**src/rtl/bpsk_stim_gen.sv**
```systemverilog
// BPSK test-signal source: phase accumulator -> cosine LUT port -> symbol sign, with preamble and PRBS15 payload.
// Optional `BPSK_STIM_DIFF_EN: differential encoding of payload bits (tx = tx_prev ^ prbs).
`ifndef FIXDT_24_WIDTH
`define FIXDT_24_WIDTH 24
`endif
`ifndef CARRIER_SAMPLES_PER_PERIOD
`define CARRIER_SAMPLES_PER_PERIOD 8192
`endif

module bpsk_stim_gen #(
  parameter int          DATA_WIDTH    = `FIXDT_24_WIDTH,
  parameter int          PHASE_WIDTH   = $clog2(`CARRIER_SAMPLES_PER_PERIOD),
  parameter int          SPS_WIDTH     = 16,
  parameter int          NSYM_WIDTH    = 16,
  parameter int          PREAMBLE_SYMS = 32,
  parameter logic [14:0] LFSR_SEED     = 15'h7ACE,
  parameter int          LUT_LATENCY   = 1
) (
  input  logic                         clk,
  input  logic                         rst_n,
  input  logic                         en,
  input  logic                         start,
  input  logic                         abort,
  input  logic [PHASE_WIDTH-1:0]       cfg_phase0,
  input  logic [PHASE_WIDTH-1:0]       cfg_step,
  input  logic [SPS_WIDTH-1:0]         cfg_sps,
  input  logic [NSYM_WIDTH-1:0]        cfg_nsym,
  output logic [PHASE_WIDTH-1:0]       lu_angle,
  input  logic signed [DATA_WIDTH-1:0] lut_cos,
  output logic signed [DATA_WIDTH-1:0] sample_out,
  output logic                         sample_valid,
  output logic                         sym_out,
  output logic                         busy,
  output logic                         done
);
  localparam int PRE_W = (PREAMBLE_SYMS > 1) ? $clog2(PREAMBLE_SYMS) : 1;
  localparam logic signed [DATA_WIDTH-1:0] S_MIN = {1'b1, {(DATA_WIDTH-1){1'b0}}};
  localparam logic signed [DATA_WIDTH-1:0] S_MAX = {1'b0, {(DATA_WIDTH-1){1'b1}}};

  typedef enum logic [2:0] {S_IDLE, S_PRE, S_PAY, S_DRAIN, S_DONE} state_t;
  state_t state_reg, state_next;

  logic [PHASE_WIDTH-1:0]       acc_reg, step_reg;
  logic [SPS_WIDTH-1:0]         sps_reg, cnt_reg, sps_eff;
  logic [NSYM_WIDTH-1:0]        pay_left_reg;
  logic                         pay_zero_reg;
  logic [PRE_W-1:0]             pre_left_reg;
  logic                         pre_sym_reg;
  logic [14:0]                  lfsr_reg;
  logic [LUT_LATENCY-1:0]       vld_sr, sym_sr;
  logic                         active, sym_end, sym_cur, pay_sym, start_ok;
  logic signed [DATA_WIDTH-1:0] neg_cos;
  logic signed [DATA_WIDTH-1:0] sample_reg;
  logic                         valid_reg, sym_out_reg;

  assign sps_eff  = (cfg_sps == '0) ? SPS_WIDTH'(1) : cfg_sps;
  assign active   = en && (state_reg == S_PRE || state_reg == S_PAY);
  assign sym_end  = (cnt_reg == '0);
  assign start_ok = en && start && (state_reg == S_IDLE);

`ifdef BPSK_STIM_DIFF_EN
  logic tx_prev_reg;
  assign pay_sym = tx_prev_reg ^ lfsr_reg[14];
  // Encoder history starts from the last preamble symbol (alternation starting at 1).
  always_ff @(posedge clk) begin
    if (!rst_n)
      tx_prev_reg <= 1'b0;
    else if (start_ok && !abort)
      tx_prev_reg <= 1'(PREAMBLE_SYMS % 2);
    else if (active && !abort && state_reg == S_PAY && sym_end)
      tx_prev_reg <= pay_sym;
  end
`else
  assign pay_sym = lfsr_reg[14];
`endif

  assign sym_cur = (state_reg == S_PRE) ? pre_sym_reg : pay_sym;

  always_ff @(posedge clk) begin
    if (!rst_n) state_reg <= S_IDLE;
    else        state_reg <= state_next;
  end

  always_comb begin
    state_next = state_reg;
    case (state_reg)
      S_IDLE:  if (start_ok)
                 state_next = (PREAMBLE_SYMS > 0) ? S_PRE :
                              ((cfg_nsym != '0) ? S_PAY : S_DRAIN);
      S_PRE:   if (active && sym_end && pre_left_reg == '0)
                 state_next = pay_zero_reg ? S_DRAIN : S_PAY;
      S_PAY:   if (active && sym_end && pay_left_reg == '0)
                 state_next = S_DRAIN;
      // Hold off done until the last tagged sample has left the delay line.
      S_DRAIN: if (en && vld_sr == '0) state_next = S_DONE;
      S_DONE:  if (en) state_next = S_IDLE;
      default: state_next = S_IDLE;
    endcase
    if (abort) state_next = S_IDLE;
  end

  always_ff @(posedge clk) begin
    if (!rst_n) begin
      acc_reg      <= '0;
      step_reg     <= '0;
      sps_reg      <= SPS_WIDTH'(1);
      cnt_reg      <= '0;
      pay_left_reg <= '0;
      pay_zero_reg <= 1'b1;
      pre_left_reg <= '0;
      pre_sym_reg  <= 1'b1;
      lfsr_reg     <= LFSR_SEED;
    end else if (start_ok && !abort) begin
      acc_reg      <= cfg_phase0;
      step_reg     <= cfg_step;
      sps_reg      <= sps_eff;
      cnt_reg      <= sps_eff - 1'b1;
      pay_left_reg <= cfg_nsym - 1'b1;
      pay_zero_reg <= (cfg_nsym == '0);
      pre_left_reg <= PRE_W'(PREAMBLE_SYMS - 1);
      pre_sym_reg  <= 1'b1;
      lfsr_reg     <= LFSR_SEED;
    end else if (active && !abort) begin
      acc_reg <= acc_reg + step_reg;
      if (sym_end) begin
        cnt_reg <= sps_reg - 1'b1;
        if (state_reg == S_PRE) begin
          pre_left_reg <= pre_left_reg - 1'b1;
          pre_sym_reg  <= ~pre_sym_reg;
        end else begin
          pay_left_reg <= pay_left_reg - 1'b1;
          lfsr_reg     <= {lfsr_reg[13:0], lfsr_reg[14] ^ lfsr_reg[13]};
        end
      end else begin
        cnt_reg <= cnt_reg - 1'b1;
      end
    end
  end

  // Tag line assumes the LUT read port shares this clock enable, so both freeze together.
  always_ff @(posedge clk) begin
    if (!rst_n || abort) begin
      vld_sr <= '0;
      sym_sr <= '0;
    end else if (en) begin
      vld_sr <= (vld_sr << 1) | LUT_LATENCY'(active);
      sym_sr <= (sym_sr << 1) | LUT_LATENCY'(sym_cur);
    end
  end

  assign neg_cos = (lut_cos == S_MIN) ? S_MAX : -lut_cos;

  always_ff @(posedge clk) begin
    if (!rst_n) begin
      sample_reg  <= '0;
      valid_reg   <= 1'b0;
      sym_out_reg <= 1'b0;
    end else if (abort || !en) begin
      valid_reg <= 1'b0;
    end else begin
      valid_reg <= vld_sr[LUT_LATENCY-1];
      if (vld_sr[LUT_LATENCY-1]) begin
        sample_reg  <= sym_sr[LUT_LATENCY-1] ? neg_cos : lut_cos;
        sym_out_reg <= sym_sr[LUT_LATENCY-1];
      end
    end
  end

  assign lu_angle     = acc_reg;
  assign sample_out   = sample_reg;
  assign sample_valid = valid_reg;
  assign sym_out      = sym_out_reg;
  assign busy         = (state_reg != S_IDLE);
  assign done         = (state_reg == S_DONE);
endmodule

```
**config.mk**
```make
export PLATFORM = sky130hd
export DESIGN_NAME = bpsk_stim_gen
export DESIGN_NICKNAME = d
export VERILOG_FILES = /design/src/rtl/bpsk_stim_gen.sv
export SDC_FILE = /design/constraint.sdc
export NUM_CORES = 1
export LEC_CHECK = 0
export CORE_ASPECT_RATIO = 1.2
export CORE_MARGIN = 3
export CORE_UTILIZATION = 35
export DETAILED_ROUTE_END_ITERATION = 10
export HOLD_SLACK_MARGIN = 0.1
export SETUP_SLACK_MARGIN = 0.02
export SLEW_MARGIN = 20
export SYNTH_ARGS = -nofsm -noshare
export SYNTH_HDL_FRONTEND = slang
export SYNTH_SLANG_ARGS = --single-unit
export TNS_END_PERCENT = 20
```
**constraint.sdc**
```tcl
create_clock -name clk -period 7.12 [get_ports clk]
set_clock_uncertainty 0.2 [all_clocks]
set_input_delay 1.068 -clock clk [delete_from_list [all_inputs] [get_ports clk]]
set_output_delay 1.068 -clock clk [all_outputs]
set_load 0.01 [all_outputs]
```
==> impl_metrics.sql <==
INSERT INTO impl_metrics (metric_group, metric, value, unit) VALUES
('pwr', 'peakVddDrop', '0.172', 'mV'),
('place', 'hpwlAfterDp', '14.1', 'mm'),
('clock_network', 'cts_inserted_buffers', '17', ''),
('sta', 'finalSetupTns', '0', 'ps'),
('detailed_routing', 'detail_route.first_pass.iterations', '5', ''),
('layout', 'layout.core_utilization', '46.3', '%'),
('clock_network', 'clk_transition_reported_paths', '60', 'ps'),
('pwr', 'post-layout-total-power', '0.00200', 'W'),
('detailed_routing', 'num_vias', '6803', ''),
('pwr', 'power_density', '219', 'nW/um2'),
('floorplan', 'die_x', '136', 'um'),
('floorplan', 'rows', '56', ''),
('place', 'placed_cells_incl_taps', '1246', ''),
('critical_path', 'arr_time_crit_path', '4680', 'ps'),
('synthesis', 'edff_count_synth', '0', ''),
('grt', 'groute.usage.overall', '18.7', '%'),
('critical_path', 'reg2regPathDepth', '10', ''),
('synthesis', 'mappedNetlistArea', '7080', 'um2'),
('layout', 'largest_register_ff_count', '24', ''),
('place', 'place_congestion', '0.860', ''),
('clock_network', 'clock_tree_from_tritoncts', 'done', ''),
('synthesis', 'avgSynthCellArea', '7.83', 'um2'),
('clock_network', 'cts-root-buf', 'sky130_fd_sc_hd__clkbuf_16', ''),
('floorplan', 'io-pin-count', '128', ''),
('critical_path', 'reg2reg_end', 'pay_left_reg[14]', ''),
('clock_network', 'worstSkewPairLatency', '420', 'ps'),
('detailed_routing', 'drt.antenna.violating_nets', '0', ''),
('layout', 'design.final.nets', '1109', ''),
('sta', 'fin_crit', '4540', 'ps'),
('floorplan', 'floorplan.die_area', '22000', 'um2'),
('outcome', 'run_status', 'finished, final reports clean', ''),
('clock_network', 'cts_h_tree_depth', '4', ''),
('grt', 'global_route.usage.met2', '31.5', '%'),
('sta', 'setup_viol_count_final', '0', ''),
('synthesis', 'synth-async-reset-ratio', '0', '%'),
('floorplan', 'fp.coreArea', '19700', 'um2'),
('synthesis', 'yosys_warnings', '0', ''),
('critical_path', 'cp-endpoint', 'pay_left_reg[14]', ''),
('critical_path', 'crit_path_start', 'en', ''),
('sta', 'finalMaxSlewViolations', '0', ''),
('synthesis', 'post_synthesis_cell_type_with_the_largest_combined_area', 'sky130_fd_sc_hd__dfxtp_1', ''),
('critical_path', 'worst-endpoint-required', '7260', 'ps'),
('sta', 'worstMarginPinSlew', '996', 'ps'),
('synthesis', 'synth_top_area_share', '35.9', '%'),
('flow_run', 'max_cap_viol_count', '0', ''),
('detailed_routing', 'detail_route.iter0.violations', '318', ''),
('sta', 'max_freq', '220', 'MHz'),
('floorplan', 'floorplan.die.height', '162', 'um'),
('place', 'port-buffer-count', '127', ''),
('grt', 'groute.layer.met1.usage', '23.6', '%'),
('layout', 'post_layout_nonfiller_instances', '1278', ''),
('synthesis', 'synth-seq-cells', '127', ''),
('sta', 'whs', '256', 'ps'),
('grt', 'antenna_violations_before_repair', '0', ''),
('layout', 'area_growth', '28.8', '%'),
('sta', 'post-route-period-util', '63.7', '%'),
('critical_path', 'path_class', 'input pin to flop', ''),
('clock_network', 'cts.repair.resized', '0', ''),
('synthesis', 'yosys.cell_types.count', '72', ''),
('grt', 'globalRoute.busiestLayer', 'met2', ''),
('synthesis', 'sequential_area_share_after_synthesis', '35.9', '%'),
('critical_path', 'timing.reg2reg.setup_slack', '3340', 'ps'),
('grt', 'first_global_vias', '6593', ''),
('layout', 'layout.cells.most_common', 'sky130_fd_sc_hd__nand2_1', ''),
('detailed_routing', 'vias_per_cell', '5.32', ''),
('clock_network', 'numClockSinks', '127', ''),
('sta', 'setup_repair_after_global_routing_missed_its_margin', 'false', ''),
('synthesis', 'postSynth.topFlopCell', 'sky130_fd_sc_hd__dfxtp_1', ''),
('synthesis', 'synthesis.instances', '904', ''),
('grt', 'grt.overflow.total', '0', ''),
('pwr', 'total_leakage_power', '3.31', 'nW');
[metrics by stage]
stage | instance area (um2) | setup WS, ps
finish | 9120 | 2580
global route | 9120 | 2390
CTS | 9120 | 2670
detailed placement | 8510 | 2240
global placement | 8510 | 2310
floorplan | 7080 | 2620
[cell families after synthesis]
group	count (synthesis)	synth area share (%)
DFF	127	35.9
xor gates and xnor gates	65	8.04
muxes	9	1.36
AOI/OAI and AO/OA	270	24.1
adders and majority gates	18	3.29
buffers and inverters	68	3.89
and+or+nand+nor	347	23.4
[layer usage]
layer / up-vias / part of all wire, %
li1: 3452 / -
met1: 3177 / 45
met2: 159 / 48
met3: 15 / 5.8
met4: 0 / 1.0
met5: - / 0
[power breakdown]
part	internal (W)	switching, W	leakage (nW)
sequential	0.000734	0.0000220	1.03
clock	0.000578	0.000323	0.293
combinational	0.000153	0.000187	1.98
[how the worst min path moves through the flow]
stage / from / endpoint / cells after the start
floorplan: lfsr_reg[9] / lfsr_reg[10] / 2
global placement: lfsr_reg[10] / lfsr_reg[10] / 2
detailed placement: lfsr_reg[4] / lfsr_reg[5] / 2
CTS: lfsr_reg[4] / lfsr_reg[4] / 2
global route: lfsr_reg[9] / lfsr_reg[10] / 2
finish: lfsr_reg[9] / lfsr_reg[10] / 2
[cell type report]
| cell class | instances | area, um2 |
|---|---|---|
| clock buffers | 23 | 478 |
| clock inverters | 9 | 133 |
| fillers | 1967 | 10600 |
| inverters | 15 | 56.3 |
| multi-input cells | 709 | 4270 |
| flip-flops and latches | 127 | 2540 |
| well taps | 261 | 327 |
| repair buffers | 134 | 1320 |
[cell usage after synthesis (3+ instances only)]
cell and n:
sky130_fd_sc_hd__clkbuf_1 39, sky130_fd_sc_hd__o21ai_0 61, sky130_fd_sc_hd__nand2b_1 8, sky130_fd_sc_hd__a311oi_1 7, sky130_fd_sc_hd__a211oi_1 20, sky130_fd_sc_hd__inv_1 15, sky130_fd_sc_hd__xnor2_1 25, sky130_fd_sc_hd__or2_2 4
sky130_fd_sc_hd__or4_1 8, sky130_fd_sc_hd__nor3_1 22, sky130_fd_sc_hd__o31ai_1 9, sky130_fd_sc_hd__dfxtp_1 127, sky130_fd_sc_hd__xor2_1 40, sky130_fd_sc_hd__a21oi_1 107, sky130_fd_sc_hd__ha_1 17, sky130_fd_sc_hd__a211o_1 4
sky130_fd_sc_hd__o21a_1 10, sky130_fd_sc_hd__mux2i_1 4, sky130_fd_sc_hd__buf_2 10, sky130_fd_sc_hd__o211ai_1 8, sky130_fd_sc_hd__nor2b_1 6, sky130_fd_sc_hd__nor3b_1 3, sky130_fd_sc_hd__and3_1 4, sky130_fd_sc_hd__or3_1 15
sky130_fd_sc_hd__a31oi_1 5, sky130_fd_sc_hd__nor4_1 14, sky130_fd_sc_hd__nand4_1 7, sky130_fd_sc_hd__nor2_1 59, sky130_fd_sc_hd__o41ai_1 5, sky130_fd_sc_hd__nand3_1 30, sky130_fd_sc_hd__o22ai_1 3, sky130_fd_sc_hd__nand2_1 149
sky130_fd_sc_hd__buf_1 3, sky130_fd_sc_hd__mux2_2 5
[critical path, stage by stage]
cell                              delay (ps)
sky130_fd_sc_hd__clkdlybuf4s50_1         550
sky130_fd_sc_hd__nor3b_2                 410
sky130_fd_sc_hd__nand2_2                 340
sky130_fd_sc_hd__buf_4                   420
sky130_fd_sc_hd__a21boi_0                290
sky130_fd_sc_hd__ha_1                    230
sky130_fd_sc_hd__o21ai_1                 230
sky130_fd_sc_hd__or3_1                   470
sky130_fd_sc_hd__nand3b_1                180
sky130_fd_sc_hd__mux2_2                  310
sky130_fd_sc_hd__a21oi_1                 120
Power figures use the tool's default switching activity.
